<file path="config.mk">
export PLATFORM = sky130hd
export DESIGN_NAME = uart_tx_arbiter_flat
export DESIGN_NICKNAME = d
export VERILOG_FILES = /design/src/rtl/uart_pkg.sv /design/src/rtl/uart_tx_arbiter_if.sv /design/src/rtl/uart_tx_arbiter_rr.sv /design/src/rtl/uart_tx_arbiter.sv /design/src/flat_wrapper.sv
export SDC_FILE = /design/constraint.sdc
export NUM_CORES = 1
export LEC_CHECK = 0
export ABC_AREA = 1
export CORE_AREA = 3 3 68 70
export DETAILED_ROUTE_END_ITERATION = 7
export DIE_AREA = 0 0 71 73
export GPL_TIMING_DRIVEN = 0
export PLACE_DENSITY = 0.85
export REMOVE_ABC_BUFFERS = 1
export SYNTH_ARGS = -nofsm -noshare
export SYNTH_HDL_FRONTEND = slang
export SYNTH_SLANG_ARGS = --single-unit
</file>
<file path="constraint.sdc">
create_clock -name clk -period 6.2 [get_ports clk]
set_input_delay 1.55 -clock clk [delete_from_list [all_inputs] [get_ports clk]]
set_output_delay 1.55 -clock clk [all_outputs]
set_load 0.01 [all_outputs]
</file>
<file path="src/rtl/uart_pkg.sv">
// Shared UART constants, arbiter FSM encoding and a small modular-index helper.
package uart_pkg;

    localparam int unsigned CLK_FREQ     = 50000000;
    localparam int unsigned UART_BPS     = 115200;
    localparam int unsigned CLKS_PER_BIT = CLK_FREQ / UART_BPS;

    typedef enum logic [1:0] {
        StIdle,
        StLaunch,
        StWaitBusy,
        StWaitDone
    } arb_state_e;

    function automatic int unsigned wrap_add(int unsigned a, int unsigned b, int unsigned n);
        return (a + b) % n;
    endfunction

endpackage

</file>
<file path="src/rtl/uart_tx_arbiter_if.sv">
// Requester and transmitter handshake bundle; master is the arbiter side.
interface uart_tx_arbiter_if #(
    parameter int unsigned N_REQ = 4
) ();

    logic [N_REQ-1:0]   req_valid;
    logic [8*N_REQ-1:0] req_data;
    logic [N_REQ-1:0]   req_lock;
    logic [N_REQ-1:0]   req_ready;
    logic               uart_tx_en;
    logic [7:0]         uart_tx_data;
    logic               uart_tx_busy;

    modport master (
        input  req_valid,
        input  req_data,
        input  req_lock,
        input  uart_tx_busy,
        output req_ready,
        output uart_tx_en,
        output uart_tx_data
    );

    modport slave (
        output req_valid,
        output req_data,
        output req_lock,
        output uart_tx_busy,
        input  req_ready,
        input  uart_tx_en,
        input  uart_tx_data
    );

endinterface

</file>
<file path="src/rtl/uart_tx_arbiter_rr.sv">
// Combinational round-robin picker: first valid index at or after i_ptr, with wrap-around.
module rr_arbiter
    import uart_pkg::*;
#(
    parameter int unsigned N_REQ = 4
) (
    input  logic [N_REQ-1:0]         i_valid,
    input  logic [$clog2(N_REQ)-1:0] i_ptr,
    output logic [N_REQ-1:0]         o_grant,
    output logic [$clog2(N_REQ)-1:0] o_idx,
    output logic                     o_any
);

    localparam int unsigned IdW = $clog2(N_REQ);

    logic [IdW-1:0] w_cand;

    always_comb begin
        o_grant = '0;
        o_idx   = '0;
        o_any   = 1'b0;
        w_cand  = '0;
        for (int unsigned k = 0; k < N_REQ; k++) begin
            w_cand = IdW'(wrap_add(32'(i_ptr), k, N_REQ));
            if (!o_any && i_valid[w_cand]) begin
                o_any           = 1'b1;
                o_grant[w_cand] = 1'b1;
                o_idx           = w_cand;
            end
        end
    end

endmodule

</file>
<file path="src/rtl/uart_tx_arbiter.sv">
// Round-robin arbiter feeding one UART transmitter, with locked bursts, a burst cap
// and a watchdog on the transmitter's busy response.
module uart_tx_arbiter
    import uart_pkg::*;
#(
    parameter int unsigned N_REQ        = 4,
    parameter int unsigned MAX_BURST    = 16,
    parameter int unsigned BUSY_TIMEOUT = 4
) (
    input  logic                     clk,
    input  logic                     rst_n,
    uart_tx_arbiter_if.master        bus,
    output logic [$clog2(N_REQ)-1:0] grant_id,
    output logic                     active,
    output logic                     err_timeout
);

    localparam int unsigned IdW    = $clog2(N_REQ);
    localparam int unsigned BurstW = (MAX_BURST > 1) ? $clog2(MAX_BURST) : 1;
    localparam int unsigned ToW    = (BUSY_TIMEOUT > 1) ? $clog2(BUSY_TIMEOUT) : 1;

    localparam logic [IdW-1:0]    LastId    = IdW'(N_REQ - 1);
    localparam logic [BurstW-1:0] BurstLast = BurstW'(MAX_BURST - 1);
    localparam logic [ToW-1:0]    ToLast    = ToW'(BUSY_TIMEOUT - 1);
    localparam logic [N_REQ-1:0]  OneHot0   = {{(N_REQ - 1){1'b0}}, 1'b1};

    arb_state_e        r_state;
    arb_state_e        w_next_state;
    logic [IdW-1:0]    r_grant;
    logic [IdW-1:0]    r_rr_ptr;
    logic [7:0]        r_data;
    logic [BurstW-1:0] r_burst_cnt;
    logic [ToW-1:0]    r_to_cnt;

    logic [N_REQ-1:0]  w_pick_onehot;
    logic [IdW-1:0]    w_pick_id;
    logic              w_pick_any;
    logic [7:0]        w_pick_data;
    logic [7:0]        w_grant_data;
    logic [IdW-1:0]    w_grant_inc;
    logic              w_busy;
    logic              w_launch_idle;
    logic              w_to_expire;
    logic              w_continue;

    rr_arbiter #(
        .N_REQ(N_REQ)
    ) u_rr_arbiter (
        .i_valid(bus.req_valid),
        .i_ptr  (r_rr_ptr),
        .o_grant(w_pick_onehot),
        .o_idx  (w_pick_id),
        .o_any  (w_pick_any)
    );

    always_comb begin
        w_pick_data = '0;
        for (int i = 0; i < N_REQ; i++) begin
            if (w_pick_onehot[i]) begin
                w_pick_data = w_pick_data | bus.req_data[8*i +: 8];
            end
        end
    end

    assign w_busy        = bus.uart_tx_busy;
    assign w_grant_data  = bus.req_data[{r_grant, 3'b000} +: 8];
    assign w_grant_inc   = (r_grant == LastId) ? '0 : r_grant + 1'b1;
    assign w_launch_idle = w_pick_any && !w_busy;
    assign w_to_expire   = !w_busy && (r_to_cnt == ToLast);
    // Lock is only honoured while the grantee still has a byte and the cap is not reached.
    assign w_continue    = bus.req_lock[r_grant] && bus.req_valid[r_grant] &&
                           (r_burst_cnt < BurstLast);

    always_ff @(posedge clk or negedge rst_n) begin
        if (!rst_n) begin
            r_state <= StIdle;
        end else begin
            r_state <= w_next_state;
        end
    end

    always_comb begin
        w_next_state = r_state;
        case (r_state)
            StIdle: begin
                if (w_launch_idle) w_next_state = StLaunch;
            end
            StLaunch: begin
                w_next_state = StWaitBusy;
            end
            StWaitBusy: begin
                if (w_busy) begin
                    w_next_state = StWaitDone;
                end else if (w_to_expire) begin
                    w_next_state = StIdle;
                end
            end
            StWaitDone: begin
                if (!w_busy) w_next_state = w_continue ? StLaunch : StIdle;
            end
            default: w_next_state = StIdle;
        endcase
    end

    always_ff @(posedge clk or negedge rst_n) begin
        if (!rst_n) begin
            r_grant     <= '0;
            r_rr_ptr    <= '0;
            r_data      <= '0;
            r_burst_cnt <= '0;
            r_to_cnt    <= '0;
        end else begin
            case (r_state)
                StIdle: begin
                    if (w_launch_idle) begin
                        r_grant     <= w_pick_id;
                        r_data      <= w_pick_data;
                        r_burst_cnt <= '0;
                    end
                end
                StLaunch: begin
                    r_to_cnt <= '0;
                end
                StWaitBusy: begin
                    if (!w_busy) begin
                        if (w_to_expire) begin
                            r_rr_ptr    <= w_grant_inc;
                            r_burst_cnt <= '0;
                            r_to_cnt    <= '0;
                        end else begin
                            r_to_cnt <= r_to_cnt + 1'b1;
                        end
                    end
                end
                StWaitDone: begin
                    if (!w_busy) begin
                        if (w_continue) begin
                            r_data      <= w_grant_data;
                            r_burst_cnt <= r_burst_cnt + 1'b1;
                        end else begin
                            r_burst_cnt <= '0;
                            r_rr_ptr    <= w_grant_inc;
                        end
                    end
                end
                default: ;
            endcase
        end
    end

    always_comb begin
        bus.uart_tx_en = 1'b0;
        bus.req_ready  = '0;
        err_timeout    = 1'b0;
        active         = (r_state != StIdle);
        case (r_state)
            StLaunch: begin
                bus.uart_tx_en = 1'b1;
                bus.req_ready  = OneHot0 << r_grant;
            end
            StWaitBusy: begin
                err_timeout = w_to_expire;
            end
            default: ;
        endcase
    end

    assign bus.uart_tx_data = r_data;
    assign grant_id         = r_grant;

endmodule

</file>
<file path="src/flat_wrapper.sv">
// flat-port wrapper written by rule: the top's interface ports become plain ports
module uart_tx_arbiter_flat import uart_pkg::*;
#(
    parameter int unsigned N_REQ        = 4,
    parameter int unsigned MAX_BURST    = 16,
    parameter int unsigned BUSY_TIMEOUT = 4
)
  (clk, rst_n, grant_id, active, err_timeout, bus_req_valid, bus_req_data, bus_req_lock, bus_uart_tx_busy, bus_req_ready, bus_uart_tx_en, bus_uart_tx_data);
  uart_tx_arbiter_if #(.N_REQ(N_REQ)) bus_i ();
  input  logic clk;
  input  logic rst_n;
  output logic [$clog2(N_REQ)-1:0] grant_id;
  output logic active;
  output logic err_timeout;
  input wire logic [$bits(bus_i.req_valid)-1:0] bus_req_valid;
  input wire logic [$bits(bus_i.req_data)-1:0] bus_req_data;
  input wire logic [$bits(bus_i.req_lock)-1:0] bus_req_lock;
  input wire logic [$bits(bus_i.uart_tx_busy)-1:0] bus_uart_tx_busy;
  output wire logic [$bits(bus_i.req_ready)-1:0] bus_req_ready;
  output wire logic [$bits(bus_i.uart_tx_en)-1:0] bus_uart_tx_en;
  output wire logic [$bits(bus_i.uart_tx_data)-1:0] bus_uart_tx_data;
  assign bus_i.req_valid = bus_req_valid;
  assign bus_i.req_data = bus_req_data;
  assign bus_i.req_lock = bus_req_lock;
  assign bus_i.uart_tx_busy = bus_uart_tx_busy;
  assign bus_req_ready = bus_i.req_ready;
  assign bus_uart_tx_en = bus_i.uart_tx_en;
  assign bus_uart_tx_data = bus_i.uart_tx_data;
  uart_tx_arbiter #(.N_REQ(N_REQ), .MAX_BURST(MAX_BURST), .BUSY_TIMEOUT(BUSY_TIMEOUT)) u_core (.clk(clk), .rst_n(rst_n), .bus(bus_i), .grant_id(grant_id), .active(active), .err_timeout(err_timeout));
endmodule
</file>
==> impl_metrics.py, run 1 <==
metrics = {
    "clocking": {
        "clk_pin_slew_ns": 0.09,
        "root_buffer": "clkbuf_8",
        "post_cts.repair.setup_buffers": 0,
        "tritoncts": "done",
        "htreeDepth": 1,
        "postCtsHoldBufs": 0,
        "clock_sinks": 20,
        "clk_latency_ns": 0.28,
        "cts_buffer_depth": 2,
        "cts_buffers": 3,
        "ctsResizeCount": 0,
    },
    "critical_path": {
        "crit_path_start_kind": "input pin",
        "slowest_delay_ns": 0.54,
        "crit_chain": "clkdlybuf4s50_1 > inv_1 > nand2_1 > nor2_1 > clkdlybuf4s50_1",
        "cpLargestDelayFamily": "buffers and inverters",
        "path_common_cell": "clkdlybuf4s50_1",
        "endpoint_kind": "primary output",
        "worstSetupPathType": "in2out",
        "cp_data_arrival_time_ns": 2.91,
        "cp_slowest_cell": "clkdlybuf4s50_1",
        "crit_buf_inv": 3,
        "critPathMaxFanout": 6,
        "required_ns": 4.65,
    },
    "yosys": {
        "yosys.area_share.adder_pct": 8.20,
        "synth-xor-area-share_pct": 0.820,
        "synth_cells": 314,
        "yosysWarningCount": 0,
        "ys_seq_area_share_pct": 23.4,
        "synth_edf_count": 0,
        "synth-seq-cells": 20,
        "synth_compound_area_share_pct": 17.1,
        "synth_mux_area_share_pct": 0,
        "syn_area_per_cell_um2": 6.80,
        "ys_types": 35,
        "synthesis.area_mm2": 0.00214,
        "yosys.area_share.simple_pct": 43.6,
        "async_reset_ff_share_pct": 100,
        "synth_top_family_by_area": "simple AND/OR/NAND/NOR gates",
        "synth-main-ff-cell": "dfrtp_1",
    },
    "final_layout": {
        "final_cell_mix": "nand2_1 (99), clkdlybuf4s50_1 (59), nor2_1 (29), inv_1 (24), nand3_1 (24)",
        "layout-drive-gt1-share_pct": 9.73,
        "fin_cells": 420,
        "utilization_pct": 69.7,
        "layout_commonest_cell": "nand2_1",
        "multi_input_area_mm2": 0.00149,
        "diodes": 0,
        "final_nets": 428,
        "area_growth_pct": 31.4,
        "stdcell_area_mm2": 0.00281,
        "fillers": 369,
        "seqCellArea_um2": 500,
    },
    "sta": {
        "setup_viol": 0,
        "slew_headroom_pct": 29.8,
        "hold-worst-slack_ns": 0.490,
        "fmax_ghz": 0.224,
        "period_minus_slack_ns": 4.46,
        "hold_viol": 0,
        "worst_pin_slew_ns": 1.05,
        "fin_skew_ns": 0.00564,
        "fin_ws_ns": 1.74,
        "maxSlewViolCount": 0,
        "final.period_utilization_pct": 72.0,
        "setup_tns_ns": 0,
        "rsz0062_at_grt": "no",
    },
    "outcome": {
        "status": "complete, no violations",
    },
    "detailed_routing": {
        "highest_layer": "met4",
        "vias": 2370,
        "drtIter0Drc": 326,
        "dr.pass1.iters": 5,
        "wl_met3_um": 520,
        "wl_met2_mm": 3.10,
        "vias_per_cell": 5.64,
        "met1Wirelength_mm": 2.73,
        "drc": 0,
        "postRouteAntennaNets": 0,
        "wl_mm": 6.45,
        "wl_per_cell_um": 15.3,
    },
    "die": {
        "start_util_pct": 53.0,
        "die_y_um": 73,
        "rows": 23,
        "core_mm2": 0.00403,
        "ios": 60,
        "dieWidth_um": 71,
        "die_area_mm2": 0.00518,
    },
    "pwr": {
        "peakVddDrop_v": 0.000277,
        "p_total_mw": 1.43,
        "power.density_mw_per_mm2": 510,
        "p_leak_nw": 1.37,
    },
    "worst_hold_path": {
        "min-delay-path-class": "reg2reg",
    },
    "global_routing": {
        "gr-total-overflow": 0,
        "grt_use_total_pct": 24.9,
        "grt_pass1_vias": 2323,
        "antenna_found_initial": 0,
        "grt_pass1_wl_mm": 10.5,
        "grt_max_degree": 23,
    },
    "placement": {
        "dp_hpwl_mm": 4.63,
        "io_buffers": 59,
        "dp_cells": 416,
        "dpl_cell_area_mm2": 0.00275,
        "gp_congestion": 0.912,
        "place_ws_ns": 1.74,
    },
    "flow_run": {
        "drv_cap": 0,
    },
}
-- cells in the mapped netlist, types with 2 or more instances --
master / number / area (um2)
nand2_4: 4 / 45.0
buf_2: 3 / 15.0
inv_1: 24 / 90.1
nand3_4: 3 / 52.6
a21boi_0: 3 / 22.5
a21oi_1: 3 / 15.0
dfrtp_1: 20 / 500
nand3_1: 24 / 120
inv_2: 3 / 11.3
o21bai_1: 8 / 60.1
clkinv_1: 2 / 7.51
a21oi_2: 3 / 26.3
nor2_1: 29 / 109
nor2_4: 2 / 22.5
clkbuf_1: 3 / 11.3
nand3_2: 5 / 50.1
nand2_2: 7 / 43.8
ha_1: 14 / 175
o21ai_0: 23 / 115
o221ai_1: 8 / 70.1
nand2_1: 99 / 372
nand4_1: 11 / 68.8
-- cell type report --
class	instances	area share [%]
clock buffer	4	1.96
inverter	29	3.88
sequential	20	17.8
multi-input combinational	258	53.1
tap	50	2.23
timing repair buffer	59	21.0
-- flip-flops by register name (all words and copies together) (netlist names) --
register / count
u_core.bus.uart_tx_data: 8
u_core.r_to_cnt: 2
u_core.r_state: 2
u_core.grant_id: 2
u_core.r_rr_ptr: 2
u_core.r_burst_cnt: 4
-- worst reg2reg max path: cells and delay by family, from the launching register on --
kind	cells	cell delay, ns
AO/OA/AOI/OAI	2	0.30
flip-flops	1	0.57
adder cells (fa/ha/maj)	1	0.40
AND/OR/NAND/NOR	7	0.83
buffers and inverters	2	0.33
-- routing by layer --
layer | vias to the layer above | track usage (%)
met1 | 1068 | 31.8
met2 | 125 | 42.7
met3 | 13 | 3.58
met4 | 0 | 9.19
li1 | 1164 | -
met5 | - | 0
-- where the power goes --
| part | switching, mW | internal (mW) | total, mW |
|---|---|---|---|
| registers | 0.0837 | 0.187 | 0.271 |
| clock network | 0.0536 | 0.0569 | 0.110 |
| logic | 0.655 | 0.395 | 1.05 |
-- cells by family after synthesis --
kind of cell	count (synthesis)
buffers and inverters	36
DFF	20
and+or+nand+nor	187
adders and majority gates	14
AOI/OAI and AO/OA	55
xor gates and xnor gates	2
-- worst paths after layout --
kind                                                 start                         end  slack [ns]  depth (start not counted)
worst max-delay path                      bus_uart_tx_busy                 err_timeout        1.74                          5
worst min-delay path            u_core.bus.uart_tx_data[6]  u_core.bus.uart_tx_data[6]        0.49                          2
worst max register to register          u_core.r_rr_ptr[0]  u_core.bus.uart_tx_data[5]        3.66                         12
worst min register to register  u_core.bus.uart_tx_data[6]  u_core.bus.uart_tx_data[6]        0.49                          2
max in group asynchronous                            rst_n       u_core.r_burst_cnt[1]        3.73                          1
min in group asynchronous                            rst_n  u_core.bus.uart_tx_data[1]        1.84                          1
(Power assumes the default switching activity.)
==> inputs of run 2 (changes only) <==
- CORE_AREA: 3 3 68 70 -> 3 3 71 73
- DIE_AREA: 0 0 71 73 -> 0 0 74 76
- PLACE_DENSITY: 0.85 -> 0.79
- clock period: 6.2 -> 4.5 ns (I/O delays scaled with it)
==> run 2 against run 1 <==
Net effect:
- routed wire length shrank 4.2%
- final cell count grew 0.48%
- worst setup slack got worse by 0.85 ns
- first-iteration DRC count down 44%
- clock power rose by 66%
- non-clock buffer count stayed put
- sequential share of layout area shrank 0.12 points
- clock skew grew 0.0015 ns
- global-route usage shrank 2.2 points
- register-to-register slack worse by 1.7 ns
==> impl_metrics.py, run 2 (synthesis results as in run 1) <==
metrics = {
    "outcome": {
        "status": "complete, no violations",
    },
    "clocking": {
        "clk_latency_ns": 0.26,
        "tritoncts": "done",
        "root_buffer": "clkbuf_8",
        "htreeDepth": 1,
        "clk_pin_slew_ns": 0.08,
        "clock_sinks": 20,
        "cts_buffer_depth": 2,
        "cts_buffers": 3,
        "post_cts.repair.setup_buffers": 0,
        "ctsResizeCount": 0,
        "postCtsHoldBufs": 0,
    },
    "critical_path": {
        "crit_end": "err_timeout",
        "slowest_delay_ns": 0.54,
        "reg2reg_from": "u_core.r_rr_ptr[0]",
        "critPathMaxFanout": 6,
        "r2r_end": "u_core.r_burst_cnt[0]",
        "crit_path_start_kind": "input pin",
        "cp.depth": 5,
        "crit_path_start": "bus_uart_tx_busy",
        "worstSetupPathType": "in2out",
        "required_ns": 3.38,
        "cpLargestDelayFamily": "buffers and inverters",
        "crit_chain": "clkdlybuf4s50_1 > inv_1 > nand2_1 > nor2_1 > clkdlybuf4s50_1",
        "path_common_cell": "clkdlybuf4s50_1",
        "rr_worst_depth": 12,
        "r2r_slack_ns": 2.01,
        "crit_buf_inv": 3,
        "cp_data_arrival_time_ns": 2.49,
        "cp_slowest_cell": "clkdlybuf4s50_1",
        "endpoint_kind": "primary output",
    },
    "final_layout": {
        "fin_cells": 422,
        "final_cell_mix": "nand2_1 (99), clkdlybuf4s50_1 (59), nor2_1 (29), inv_1 (24), nand3_1 (24)",
        "stdcell_area_mm2": 0.00283,
        "diodes": 0,
        "layout_commonest_cell": "nand2_1",
        "fillers": 396,
        "layout-drive-gt1-share_pct": 9.73,
        "final_nets": 428,
        "largest_reg_flops": 8,
        "area_growth_pct": 32.3,
    },
    "worst_hold_path": {
        "min-delay-path-class": "reg2reg",
    },
    "placement": {
        "dpl_cell_area_mm2": 0.00275,
        "io_buffers": 59,
        "dp_cells": 418,
        "gp_congestion": 0.899,
        "dp_hpwl_mm": 4.60,
    },
    "pwr": {
        "p_int_mw": 0.919,
        "p_total_mw": 1.98,
        "p_leak_nw": 1.37,
        "combPwrFrac_pct": 72.1,
        "power.density_mw_per_mm2": 701,
        "p_sw_mw": 1.06,
        "power_frac_seq_pct": 18.7,
        "peakVddDrop_v": 0.000430,
        "swShare_pct": 53.6,
        "p_clk_share_pct": 9.3,
    },
    "global_routing": {
        "grt_use_total_pct": 22.7,
        "grt_pass1_wl_mm": 10.4,
        "gr-total-overflow": 0,
        "grt_max_degree": 23,
        "grt_pass1_vias": 2246,
        "antenna_found_initial": 0,
    },
    "die": {
        "core_mm2": 0.00441,
        "ios": 60,
        "die_area_mm2": 0.00562,
        "rows": 24,
        "dieWidth_um": 74,
        "die_y_um": 76,
        "start_util_pct": 48.4,
    },
    "flow_run": {
        "drv_cap": 0,
    },
    "detailed_routing": {
        "wl_mm": 6.17,
        "wl_per_cell_um": 14.6,
        "vias": 2348,
        "postRouteAntennaNets": 0,
        "vias_per_cell": 5.56,
        "drc": 0,
        "dr.pass1.iters": 8,
        "drtIter0Drc": 182,
    },
    "sta": {
        "rsz0062_at_grt": "no",
        "worst_pin_slew_ns": 0.929,
        "final.period_utilization_pct": 80.4,
        "setup_viol": 0,
        "fmax_ghz": 0.276,
        "slew_headroom_pct": 37.9,
        "maxSlewViolCount": 0,
        "fin_skew_ns": 0.00711,
        "period_minus_slack_ns": 3.62,
        "hold_viol": 0,
        "setup_tns_ns": 0,
        "hold-worst-slack_ns": 0.486,
    },
}
[run 2: worst min path at each step]
stage,startpoint,endpoint,slack (ns),depth (start not counted)
after global routing,u_core.bus.uart_tx_data[1],u_core.bus.uart_tx_data[1],0.52,2
after floorplan,u_core.r_to_cnt[1],u_core.r_to_cnt[1],0.45,2
after detailed placement,u_core.bus.uart_tx_data[1],u_core.bus.uart_tx_data[1],0.47,2
after CTS,u_core.bus.uart_tx_data[1],u_core.bus.uart_tx_data[1],0.49,2
final,u_core.bus.uart_tx_data[1],u_core.bus.uart_tx_data[1],0.49,2
after global placement,u_core.bus.uart_tx_data[5],u_core.bus.uart_tx_data[5],0.46,2
[run 2: layer usage]
metal	up-vias	global-route usage, %	wire length, um
met5	-	0	0
met4	0	6.52	87
met3	11	3.17	376
met2	99	36.8	3040
met1	1073	31.0	2670
li1	1165	-	-
[run 2: tightest hold or removal path: stages, from the launching register on]
cell and delay, ns:
dfrtp_1 0.35, nand2_1 0.05, nand2_1 0.05
[run 2: through the flow]
stage	setup slack (ns)	util (%)
after CTS	0.883	64.0
after detailed placement	0.914	62.4
after global routing	0.782	64.0
after global placement	0.905	62.4
final	0.883	64.0
after floorplan	1.85	-
[run 2: cell type report]
| class | instances | area, um2 | area share (%) |
|---|---|---|---|
| Tap cell | 52 | 65.1 | 2.30 |
| Multi-Input combinational cell | 258 | 1490 | 52.7 |
| Timing Repair Buffer | 59 | 591 | 20.9 |
| Inverter | 29 | 109 | 3.85 |
| Clock inverter | 1 | 30.0 | 1.06 |
| Clock buffer | 3 | 41.3 | 1.46 |
| Sequential cell | 20 | 500 | 17.7 |
[run 2: power by group through the flow]
stage / sequential [mW] / clock, mW / combinational [mW]
2_1_floorplan: 0.361 / 0 / 0.984
3_3_place_gp: 0.369 / 0 / 1.39
3_5_place_dp: 0.372 / 0 / 1.42
4_1_cts: 0.368 / 0.186 / 1.43
5_1_grt: 0.386 / 0.195 / 1.60
6_report: 0.370 / 0.183 / 1.43
==> inputs of run 3 (changes only) <==
- CORE_AREA: 3 3 71 73 -> 3 3 74 76
- DIE_AREA: 0 0 74 76 -> 0 0 77 79
- PLACE_DENSITY: 0.79 -> 0.76
- clock period: 4.5 -> 2.91 ns (I/O delays scaled with it)
==> run 3 against run 2 <==
Net effect:
- worst setup slack worse by 0.77 ns
- largest power group unchanged
- via count rose by 1.5%
- clock power is 58% higher
- die area up 8.2%
- cell area grew 0.97%
- register-to-register slack got worse by 1.6 ns
- sequential share of layout area is 0.083 points lower
- utilization decreased by 4.4 points
- highest routed layer unchanged
- count of clock-buffer cells in the layout unchanged
- first-iteration DRC count rose by 24%
==> impl_metrics.py, run 3 (synthesis results as in run 1) <==
metrics = {
    "sta": {
        "period_minus_slack_ns": 2.79,
        "rsz0062_at_grt": "no",
        "setup_viol": 0,
        "hold_viol": 0,
        "final.period_utilization_pct": 96.0,
        "maxSlewViolCount": 0,
        "hold-worst-slack_ns": 0.483,
        "fin_skew_ns": 0.00205,
        "worst_pin_slew_ns": 1.01,
        "fmax_ghz": 0.358,
        "setup_tns_ns": 0,
        "slew_headroom_pct": 32.7,
    },
    "critical_path": {
        "worstSetupPathType": "in2out",
        "crit_path_start_kind": "input pin",
        "required_ns": 2.18,
        "cp_data_arrival_time_ns": 2.07,
        "endpoint_kind": "primary output",
        "critPathMaxFanout": 6,
    },
    "clocking": {
        "cts_buffer_depth": 2,
        "post_cts.repair.setup_buffers": 0,
        "tritoncts": "done",
        "clock_sinks": 20,
        "cts_buffers": 3,
        "htreeDepth": 1,
        "clk_latency_ns": 0.26,
        "clk_pin_slew_ns": 0.08,
        "root_buffer": "clkbuf_8",
    },
    "die": {
        "ios": 60,
        "die_area_mm2": 0.00608,
        "dieWidth_um": 77,
        "core_mm2": 0.00479,
        "rows": 25,
        "start_util_pct": 44.6,
        "die_y_um": 79,
    },
    "final_layout": {
        "stdcell_area_mm2": 0.00285,
        "area_growth_pct": 33.6,
        "fillers": 449,
        "largest_reg_flops": 8,
        "layout-drive-gt1-share_pct": 10.5,
        "layout_commonest_cell": "nand2_1",
        "final_cell_mix": "nand2_1 (99), clkdlybuf4s50_1 (59), nor2_1 (29), nand3_1 (24)",
        "multi_input_area_mm2": 0.00149,
        "diodes": 0,
        "fin_cells": 437,
        "seqCellArea_um2": 503,
        "final_nets": 428,
        "utilization_pct": 59.6,
    },
    "pwr": {
        "combPwrFrac_pct": 71.7,
        "p_int_mw": 1.43,
        "power_frac_seq_pct": 19.0,
        "peakVddDrop_v": 0.000699,
        "power.density_mw_per_mm2": 1080,
        "p_sw_mw": 1.66,
        "p_clk_share_pct": 9.4,
        "p_leak_nw": 1.37,
        "swShare_pct": 53.8,
    },
    "placement": {
        "dpl_cell_area_mm2": 0.00277,
        "io_buffers": 59,
        "dp_hpwl_mm": 4.66,
        "dp_cells": 433,
        "gp_congestion": 0.873,
    },
    "flow_run": {
        "drv_cap": 0,
    },
    "detailed_routing": {
        "postRouteAntennaNets": 0,
        "vias_per_cell": 5.45,
        "wl_per_cell_um": 14.5,
        "vias": 2383,
        "dr.pass1.iters": 7,
        "wl_mm": 6.34,
        "drc": 0,
        "drtIter0Drc": 225,
    },
    "global_routing": {
        "grt_use_total_pct": 21.2,
        "antenna_found_initial": 0,
        "grt_max_degree": 23,
        "gr-total-overflow": 0,
        "grt_pass1_wl_mm": 10.6,
        "grt_pass1_vias": 2260,
    },
    "worst_hold_path": {
        "min-delay-path-class": "reg2reg",
    },
    "outcome": {
        "status": "complete, no violations",
    },
}
run 3: cell count changes in the layout (fill, tap and decap cells not counted), sizes merged:
cell | before | now
clkinvlp | 0 | 1
inv | 27 | 26
run 3: per-layer routing:
layer / vias up / share of wire, % / track usage, %
li1: 1166 / - / -
met1: 1097 / 43 / 27.6
met2: 114 / 48 / 36.6
met3: 6 / 8.3 / 4.88
met4: 0 / 0.69 / 3.20
met5: - / 0 / 0
run 3: repair_timing:
item / 4_1_cts / 5_1_grt
setup endpoints to repair: 2 / 3
gates resized for setup: 1 / 4
hold buffers: 0 / 0
run 3: cell type report:
class                      count  area share [%]
clock buffer                   3            1.45
clock inverter                 1            1.05
inverter                      29            4.04
multi-input combinational    258            52.2
sequential                    20            17.6
tap                           67            2.94
timing repair buffer          59            20.7
run 3: worst paths after layout:
check	start	endpoint	slack, ns	cells after the start
max in group asynchronous	rst_n	u_core.grant_id[1]	1.22	1
max reg2reg	u_core.r_rr_ptr[0]	u_core.bus.uart_tx_data[1]	0.41	12
min reg2reg	u_core.bus.uart_tx_data[3]	u_core.bus.uart_tx_data[3]	0.48	2
max	bus_uart_tx_busy	err_timeout	0.12	5
min	u_core.bus.uart_tx_data[3]	u_core.bus.uart_tx_data[3]	0.48	2
min in group asynchronous	rst_n	u_core.r_burst_cnt[1]	1.01	1
run 3: power groups by stage:
stage / Clock, mW / Combinational (mW) / Sequential, mW
finish: 0.289 / 2.21 / 0.586
detailed placement: 0 / 2.18 / 0.578
floorplan: 0 / 1.52 / 0.558
global route: 0.308 / 2.46 / 0.603
CTS: 0.292 / 2.20 / 0.576
global placement: 0 / 2.15 / 0.571
run 3: worst max-delay path, stage by stage:
cell	delay (ns)
clkdlybuf4s50_1	0.41
inv_1	0.19
nand2_1	0.10
nor2_1	0.09
clkdlybuf4s50_1	0.54
run 3: per-stage QoR:
stage / total power [mW] / worst slack [ns]
2_1_floorplan: 2.08 / 0.869
5_1_grt: 3.37 / 0.00461
6_report: 3.09 / 0.117
3_5_place_dp: 2.76 / 0.129
3_3_place_gp: 2.72 / 0.115
4_1_cts: 3.07 / 0.00395
